--- src/rtl/taxi_pkg.sv ---
// taxi_pkg: state encodings and default constants shared by the
// taxi meter trip sequencer, its interface and testbench.
package taxi_pkg;

   typedef enum logic [1:0] {
      ST_IDLE = 2'b00,
      ST_RUN  = 2'b01,
      ST_WAIT = 2'b10,
      ST_END  = 2'b11
   } state_e;

   localparam int CLK_FREQ_HZ  = 50_000_000;
   localparam int WAIT_SEC_DEF = 60;
   localparam int WMIN_W       = 8;

   localparam logic [WMIN_W-1:0] WMIN_MAX = '1;

   function automatic logic [WMIN_W-1:0] sat_inc(
      input logic [WMIN_W-1:0] v
   );
      return (v == WMIN_MAX) ? v : v + 1'b1;
   endfunction

endpackage

--- src/rtl/trip_ctrl_if.sv ---
// trip_ctrl_if: key/wheel inputs and meter control outputs of the
// trip sequencer. master = key/sensor side, slave = trip_ctrl.
interface trip_ctrl_if;
   import taxi_pkg::*;

   logic              start_key;
   logic              end_key;
   logic              pulse_port;
   logic              wheel_tick;
   logic              meter_clr;
   logic              dist_en;
   logic              wait_tick;
   logic [WMIN_W-1:0] wait_min;
   logic              fare_hold;
   logic              seg_en;
   logic              stat_led;
   logic [1:0]        state;

   modport master (
      output start_key, end_key, pulse_port,
      input  wheel_tick, meter_clr, dist_en,
      input  wait_tick, wait_min, fare_hold,
      input  seg_en, stat_led, state
   );

   modport slave (
      input  start_key, end_key, pulse_port,
      output wheel_tick, meter_clr, dist_en,
      output wait_tick, wait_min, fare_hold,
      output seg_en, stat_led, state
   );

endinterface

--- src/rtl/pulse_sync_edge.sv ---
// pulse_sync_edge: 2-flop synchronizer plus registered rising-edge
// strobe. Ports: clk_i, rst_ni (async low), async_i in; edge_o out.
module pulse_sync_edge (
   input  logic clk_i,
   input  logic rst_ni,
   input  logic async_i,
   output logic edge_o
);

   logic s1_q;
   logic s2_q;
   logic prev_q;
   logic edge_q;

   always_ff @(posedge clk_i or negedge rst_ni) begin
      if (!rst_ni) begin
         s1_q   <= 1'b0;
         s2_q   <= 1'b0;
         prev_q <= 1'b0;
         edge_q <= 1'b0;
      end else begin
         s1_q   <= async_i;
         s2_q   <= s1_q;
         prev_q <= s2_q;
         edge_q <= s2_q & ~prev_q;
      end
   end

   assign edge_o = edge_q;

endmodule

--- src/rtl/trip_ctrl.sv ---
// trip_ctrl: taxi meter trip sequencer (IDLE/RUN/WAIT/END).
// Ports: sys_clk, sys_rst_n (async low); bus (trip_ctrl_if.slave):
//   start_key, end_key, pulse_port in; wheel_tick, meter_clr,
//   dist_en, wait_tick, wait_min, fare_hold, seg_en, stat_led,
//   state out, all registered.
module trip_ctrl
   import taxi_pkg::*;
#(
   parameter int STOP_TIMEOUT = CLK_FREQ_HZ - 1,
   parameter int CNT_1S       = CLK_FREQ_HZ - 1,
   parameter int WAIT_SEC     = WAIT_SEC_DEF
) (
   input logic        sys_clk,
   input logic        sys_rst_n,
   trip_ctrl_if.slave bus
);

   localparam int IW = $clog2(STOP_TIMEOUT + 1);
   localparam int CW = $clog2(CNT_1S + 1);
   localparam int SW = $clog2(WAIT_SEC + 1);

   localparam logic [IW-1:0] IDLE_TC = IW'(STOP_TIMEOUT);
   localparam logic [CW-1:0] CYC_TC  = CW'(CNT_1S);
   localparam logic [SW-1:0] SEC_TC  = SW'(WAIT_SEC - 1);

   state_e            state_q, state_d;
   logic [IW-1:0]     idle_q, idle_d;
   logic [CW-1:0]     cyc_q, cyc_d;
   logic [SW-1:0]     sec_q, sec_d;
   logic [WMIN_W-1:0] wmin_q, wmin_d;
   logic              wtick_d, clr_d;
   logic              wedge;

   logic wheel_q, clr_q, dist_q, wtick_q;
   logic hold_q, seg_q, led_q;

   pulse_sync_edge u_wheel (
      .clk_i   (sys_clk),
      .rst_ni  (sys_rst_n),
      .async_i (bus.pulse_port),
      .edge_o  (wedge)
   );

   always_comb begin
      state_d = state_q;
      idle_d  = idle_q;
      cyc_d   = cyc_q;
      sec_d   = sec_q;
      wmin_d  = wmin_q;
      wtick_d = 1'b0;
      clr_d   = 1'b0;

      // every WAIT cycle is billed, the exit cycle included
      if (state_q == ST_WAIT) begin
         if (cyc_q == CYC_TC) begin
            cyc_d = '0;
            if (sec_q == SEC_TC) begin
               sec_d   = '0;
               wtick_d = 1'b1;
               wmin_d  = sat_inc(wmin_q);
            end else begin
               sec_d = sec_q + 1'b1;
            end
         end else begin
            cyc_d = cyc_q + 1'b1;
         end
      end

      unique case (state_q)
         ST_IDLE: begin
            if (bus.start_key) begin
               state_d = ST_RUN;
               clr_d   = 1'b1;
            end
         end
         ST_RUN: begin
            if (bus.end_key) begin
               state_d = ST_END;
            end else if (wedge) begin
               idle_d = '0;
            end else if (idle_q == IDLE_TC) begin
               state_d = ST_WAIT;
            end else begin
               idle_d = idle_q + 1'b1;
            end
         end
         ST_WAIT: begin
            if (bus.end_key) begin
               state_d = ST_END;
            end else if (wedge) begin
               state_d = ST_RUN;
               idle_d  = '0;
            end
         end
         ST_END: begin
            if (bus.end_key) begin
               state_d = ST_IDLE;
            end else if (bus.start_key) begin
               state_d = ST_RUN;
               clr_d   = 1'b1;
            end
         end
         default: state_d = ST_IDLE;
      endcase

      // new trip: waiting time restarts from zero
      if (clr_d) begin
         idle_d = '0;
         cyc_d  = '0;
         sec_d  = '0;
         wmin_d = '0;
      end
   end

   // outputs are decoded from the next state so they line up
   // with the state register in the same cycle
   always_ff @(posedge sys_clk or negedge sys_rst_n) begin
      if (!sys_rst_n) begin
         state_q <= ST_IDLE;
         idle_q  <= '0;
         cyc_q   <= '0;
         sec_q   <= '0;
         wmin_q  <= '0;
         wheel_q <= 1'b0;
         clr_q   <= 1'b0;
         dist_q  <= 1'b0;
         wtick_q <= 1'b0;
         hold_q  <= 1'b0;
         seg_q   <= 1'b0;
         led_q   <= 1'b0;
      end else begin
         state_q <= state_d;
         idle_q  <= idle_d;
         cyc_q   <= cyc_d;
         sec_q   <= sec_d;
         wmin_q  <= wmin_d;
         wheel_q <= wedge & ((state_d == ST_RUN) |
                             (state_d == ST_WAIT));
         clr_q   <= clr_d;
         dist_q  <= (state_d == ST_RUN);
         wtick_q <= wtick_d;
         hold_q  <= (state_d == ST_END);
         seg_q   <= (state_d != ST_IDLE);
         led_q   <= (state_d == ST_WAIT);
      end
   end

   assign bus.wheel_tick = wheel_q;
   assign bus.meter_clr  = clr_q;
   assign bus.dist_en    = dist_q;
   assign bus.wait_tick  = wtick_q;
   assign bus.wait_min   = wmin_q;
   assign bus.fare_hold  = hold_q;
   assign bus.seg_en     = seg_q;
   assign bus.stat_led   = led_q;
   assign bus.state      = state_q;

endmodule

--- src/flat_wrapper.sv ---
// flat-port wrapper written by rule: the top's interface ports become plain ports
module trip_ctrl_flat import taxi_pkg::*;
#(
   parameter int STOP_TIMEOUT = CLK_FREQ_HZ - 1,
   parameter int CNT_1S       = CLK_FREQ_HZ - 1,
   parameter int WAIT_SEC     = WAIT_SEC_DEF
)
  (sys_clk, sys_rst_n, bus_start_key, bus_end_key, bus_pulse_port, bus_wheel_tick, bus_meter_clr, bus_dist_en, bus_wait_tick, bus_wait_min, bus_fare_hold, bus_seg_en, bus_stat_led, bus_state);
  trip_ctrl_if bus_i ();
  input logic sys_clk;
  input logic sys_rst_n;
  input wire logic [$bits(bus_i.start_key)-1:0] bus_start_key;
  input wire logic [$bits(bus_i.end_key)-1:0] bus_end_key;
  input wire logic [$bits(bus_i.pulse_port)-1:0] bus_pulse_port;
  output wire logic [$bits(bus_i.wheel_tick)-1:0] bus_wheel_tick;
  output wire logic [$bits(bus_i.meter_clr)-1:0] bus_meter_clr;
  output wire logic [$bits(bus_i.dist_en)-1:0] bus_dist_en;
  output wire logic [$bits(bus_i.wait_tick)-1:0] bus_wait_tick;
  output wire logic [$bits(bus_i.wait_min)-1:0] bus_wait_min;
  output wire logic [$bits(bus_i.fare_hold)-1:0] bus_fare_hold;
  output wire logic [$bits(bus_i.seg_en)-1:0] bus_seg_en;
  output wire logic [$bits(bus_i.stat_led)-1:0] bus_stat_led;
  output wire logic [$bits(bus_i.state)-1:0] bus_state;
  assign bus_i.start_key = bus_start_key;
  assign bus_i.end_key = bus_end_key;
  assign bus_i.pulse_port = bus_pulse_port;
  assign bus_wheel_tick = bus_i.wheel_tick;
  assign bus_meter_clr = bus_i.meter_clr;
  assign bus_dist_en = bus_i.dist_en;
  assign bus_wait_tick = bus_i.wait_tick;
  assign bus_wait_min = bus_i.wait_min;
  assign bus_fare_hold = bus_i.fare_hold;
  assign bus_seg_en = bus_i.seg_en;
  assign bus_stat_led = bus_i.stat_led;
  assign bus_state = bus_i.state;
  trip_ctrl #(.STOP_TIMEOUT(STOP_TIMEOUT), .CNT_1S(CNT_1S), .WAIT_SEC(WAIT_SEC)) u_core (.sys_clk(sys_clk), .sys_rst_n(sys_rst_n), .bus(bus_i));
endmodule
--- config.mk ---
export PLATFORM = sky130hd
export DESIGN_NAME = trip_ctrl_flat
export DESIGN_NICKNAME = d
export VERILOG_FILES = /design/src/rtl/taxi_pkg.sv /design/src/rtl/trip_ctrl_if.sv /design/src/rtl/pulse_sync_edge.sv /design/src/rtl/trip_ctrl.sv /design/src/flat_wrapper.sv
export SDC_FILE = /design/constraint.sdc
export NUM_CORES = 1
export LEC_CHECK = 0
export ABC_AREA = 1
export CORE_MARGIN = 3
export CORE_UTILIZATION = 55
export DETAILED_ROUTE_END_ITERATION = 8
export PLACE_DENSITY = 0.79
export SYNTH_ARGS = -nofsm -noshare
export SYNTH_HDL_FRONTEND = slang
export SYNTH_SLANG_ARGS = --single-unit
export TNS_END_PERCENT = 10
--- constraint.sdc ---
create_clock -name sys_clk -period 1.95 [get_ports sys_clk]
set_input_delay 0.39 -clock sys_clk [delete_from_list [all_inputs] [get_ports sys_clk]]
set_output_delay 0.39 -clock sys_clk [all_outputs]
set_load 0.03 [all_outputs]
==> impl_metrics.json <==
{
  "fillerInstances": 783,
  "first_pass_iters": 5,
  "r2r-start": "u_core.bus.state[0]$_DFF_PN0_",
  "skew_ns": 0.008247,
  "rows": 34,
  "start_kind": "flop",
  "grt_pass1_vias": 4796,
  "antenna_found_initial": 0,
  "min-delay-start": "u_core.u_wheel.s1_q$_DFF_PN0_",
  "yosys_warnings": 0,
  "setup_viol": 0,
  "fp.coreArea_um2": 8891,
  "worstMarginPinSlew_ns": 0.3392,
  "synth_top_area_share_pct": 38.50,
  "cts_buffers": 9,
  "dp_slack_ns": -0.1551,
  "period_minus_slack_ns": 1.913,
  "power_density_nw_per_um2": 1125,
  "hold_end": "u_core.u_wheel.s2_q$_DFF_PN0_",
  "cp_max_fo": 8,
  "first_iter_violations": 433,
  "reg2reg_depth": 11,
  "grt_max_degree": 50,
  "yosys.area.top_type": "dfrtp_1",
  "drive_above_1_share_pct": 10.94,
  "tns_ns": 0,
  "placed_area_um2": 5699,
  "maxSlewHeadroom_pct": 77.30,
  "fin_nets": 836,
  "crit_chain": "buf_4 -> ha_1 -> nand2_1 -> nand2_1 -> nand3_2 -> buf_4 -> clkinvlp_4 -> buf_4 -> nor3_1 -> nand4_1 -> nand2_1",
  "num_vias": 5138,
  "grt_setup_unrepaired": "true",
  "dp_hpwl_um": 9765,
  "status": "complete, no violations",
  "h-tree-depth": 3,
  "cap_violations": 0,
  "fin_crit_sh_pct": 98.12,
  "p_leak_nw": 2.813,
  "hold_depth": 0,
  "ir_worst_vdd_mv": 0.6784,
  "cts.sinks": 79,
  "syn_avg_cell_area_um2": 6.739,
  "slew_viol_final": 0,
  "final.setup.worst_slack_ns": 0.03661,
  "synth_cells": 762,
  "syn2layout_area_growth_pct": 17.57,
  "clk_latency_ns": 0.36,
  "end_kind": "flop",
  "final_area_um2": 6037,
  "power_w": 0.006792,
  "clk_pin_slew_ns": 0.09,
  "worst-setup-path-type": "flop to flop",
  "hold_violations": 0,
  "avgRoutedWirePerCell_um": 14.11,
  "cp.arrival_ns": 2.22,
  "place_congestion": 0.9532,
  "synth_fp_nets": 780,
  "max_stage_delay_ns": 0.43,
  "worst_hold_slack_ns": 0.3586,
  "hold_class": "flop to flop",
  "die_w_um": 102.6,
  "antenna_left": 0,
  "clockBufferDepth": 2,
  "cp_slowest_cell": "dfrtp_2",
  "synth.distinct_cells": 36,
  "drt_wl_total_um": 13140,
  "drc": 0,
  "cts_root_buf": "clkbuf_8",
  "layout_commonest_cell": "nand2_1",
  "grt_pass1_wl_um": 22110,
  "start_util_pct": 57.75,
  "cp.required_ns": 2.26,
  "netlist_area_um2": 5135,
  "diodes": 0,
  "die_y_um": 102.6,
  "cts_tree": "done",
  "ys_top_cells_by_area": "dfrtp_1, nand2_1, nor2_1",
  "r2r_setup_slack_ns": 0.04,
  "r2r_end": "u_core.bus.wait_min[6]$_DFFE_PN0P_",
  "port_buffers": 21,
  "grt_overflow_total": 0,
  "die-area_um2": 10530,
  "synth-seq-cells": 79,
  "vias_per_cell": 5.519,
  "ioPinCount": 22,
  "ys_seq_area_share_pct": 38.50,
  "fmax_ghz": 0.5226,
  "final_cell_mix": "nand2_1, nor2_1, nand3_1",
  "grt_usage_pct": 26.23
}
-- state kept, by name (all words and copies together) (netlist names), 2 cells and up --
signal / flops
u_core.sec_q: 6
u_core.cyc_q: 26
u_core.bus.state: 2
u_core.idle_q: 26
u_core.bus.wait_min: 8
-- area by class of cell --
cell class                      count  area (um2)  share of cell area (%)
Clock inverter                      7       95.09                   1.575
Sequential cell                    79        1978                   32.77
Clock buffer                        9       123.9                   2.052
Inverter                           82       316.6                   5.244
Multi-Input combinational cell    578        2751                   45.58
Tap cell                          108       135.1                   2.238
Timing Repair Buffer               68       636.9                   10.55
-- repair_timing --
action | in CTS | in global routing
endpoints found under the setup margin | 28 | 69
hold endpoints to repair | 7 | 0
gates resized for setup | 3 | 17
hold buffers | 1 | 0
setup buffers | 1 | 6
-- critical path, delay by kind of cell, from the launching register on --
kind,cells,cell delay (ns)
AND/OR/NAND/NOR,6,0.64
buffers and inverters,4,0.61
adder cells (fa/ha/maj),1,0.18
flip-flops,1,0.43
-- synth_stat cells (all sizes together) --
| master | count |
|---|---|
| xor2 | 10 |
| o211ai | 1 |
| nand3b | 1 |
| buf | 16 |
| or2 | 2 |
| o21a | 1 |
| nor3 | 22 |
| nor4 | 4 |
| nand2 | 227 |
| nor3b | 2 |
| dfrtp | 79 |
| o21bai | 7 |
| clkbuf | 7 |
| a31oi | 1 |
| ha | 13 |
| and3 | 1 |
| nand4 | 29 |
| nor2 | 128 |
| o21ai | 30 |
| xnor2 | 3 |
| a21oi | 6 |
| inv | 82 |
| nor2b | 1 |
| nand3 | 89 |
-- worst max path at each step --
stage	cells past startpoint	start	slack [ns]	end
after global routing	11	u_core.bus.state[0]$_DFF_PN0_	-0.06	u_core.bus.wait_min[6]$_DFFE_PN0P_
final	11	u_core.bus.state[0]$_DFF_PN0_	0.04	u_core.bus.wait_min[6]$_DFFE_PN0P_
after CTS	9	u_core.bus.state[1]$_DFF_PN0_	-0.02	u_core.bus.wait_min[3]$_DFFE_PN0P_
after floorplan	9	u_core.bus.state[1]$_DFF_PN0_	0.0004	u_core.bus.wait_min[0]$_DFFE_PN0P_
after detailed placement	11	bus_end_key	-0.16	u_core.bus.wait_min[6]$_DFFE_PN0P_
after global placement	11	bus_end_key	-0.11	u_core.bus.wait_min[5]$_DFFE_PN0P_
-- where the power goes --
| part | leakage (nW) | switching, W | internal, W |
|---|---|---|---|
| sequential | 1.03 | 0.000258 | 0.00191 |
| combinational | 1.66 | 0.00199 | 0.00126 |
| clock | 0.115 | 0.000648 | 0.000728 |
-- metrics by stage --
stage | util [%] | std cells
CTS | 66.82 | 925
global placement | 64.10 | 907
finish | 67.90 | 931
floorplan | - | 762
detailed placement | 64.10 | 907
global route | 67.90 | 931
-- cell families (layout without fill, tap and decap cells) --
group / count (synthesis) / after routing / share of synthesized area, %
adders and majority gates: 13 / 13 / 3.168
AOI/OAI and AO/OA: 46 / 46 / 4.947
DFF: 79 / 79 / 38.50
buffers and inverters: 105 / 166 / 8.723
and+or+nand+nor: 506 / 506 / 42.45
xor gates and xnor gates: 13 / 13 / 2.217
-- routing by layer --
layer | vias up | share of wire [%] | track usage [%]
met5 | - | 0 | 0
met4 | 0 | 0.90 | 7.265
met3 | 14 | 6.1 | 4.736
met2 | 175 | 47 | 42.20
met1 | 2396 | 46 | 36.49
li1 | 2553 | - | -
Power figures use the tool's default switching activity.
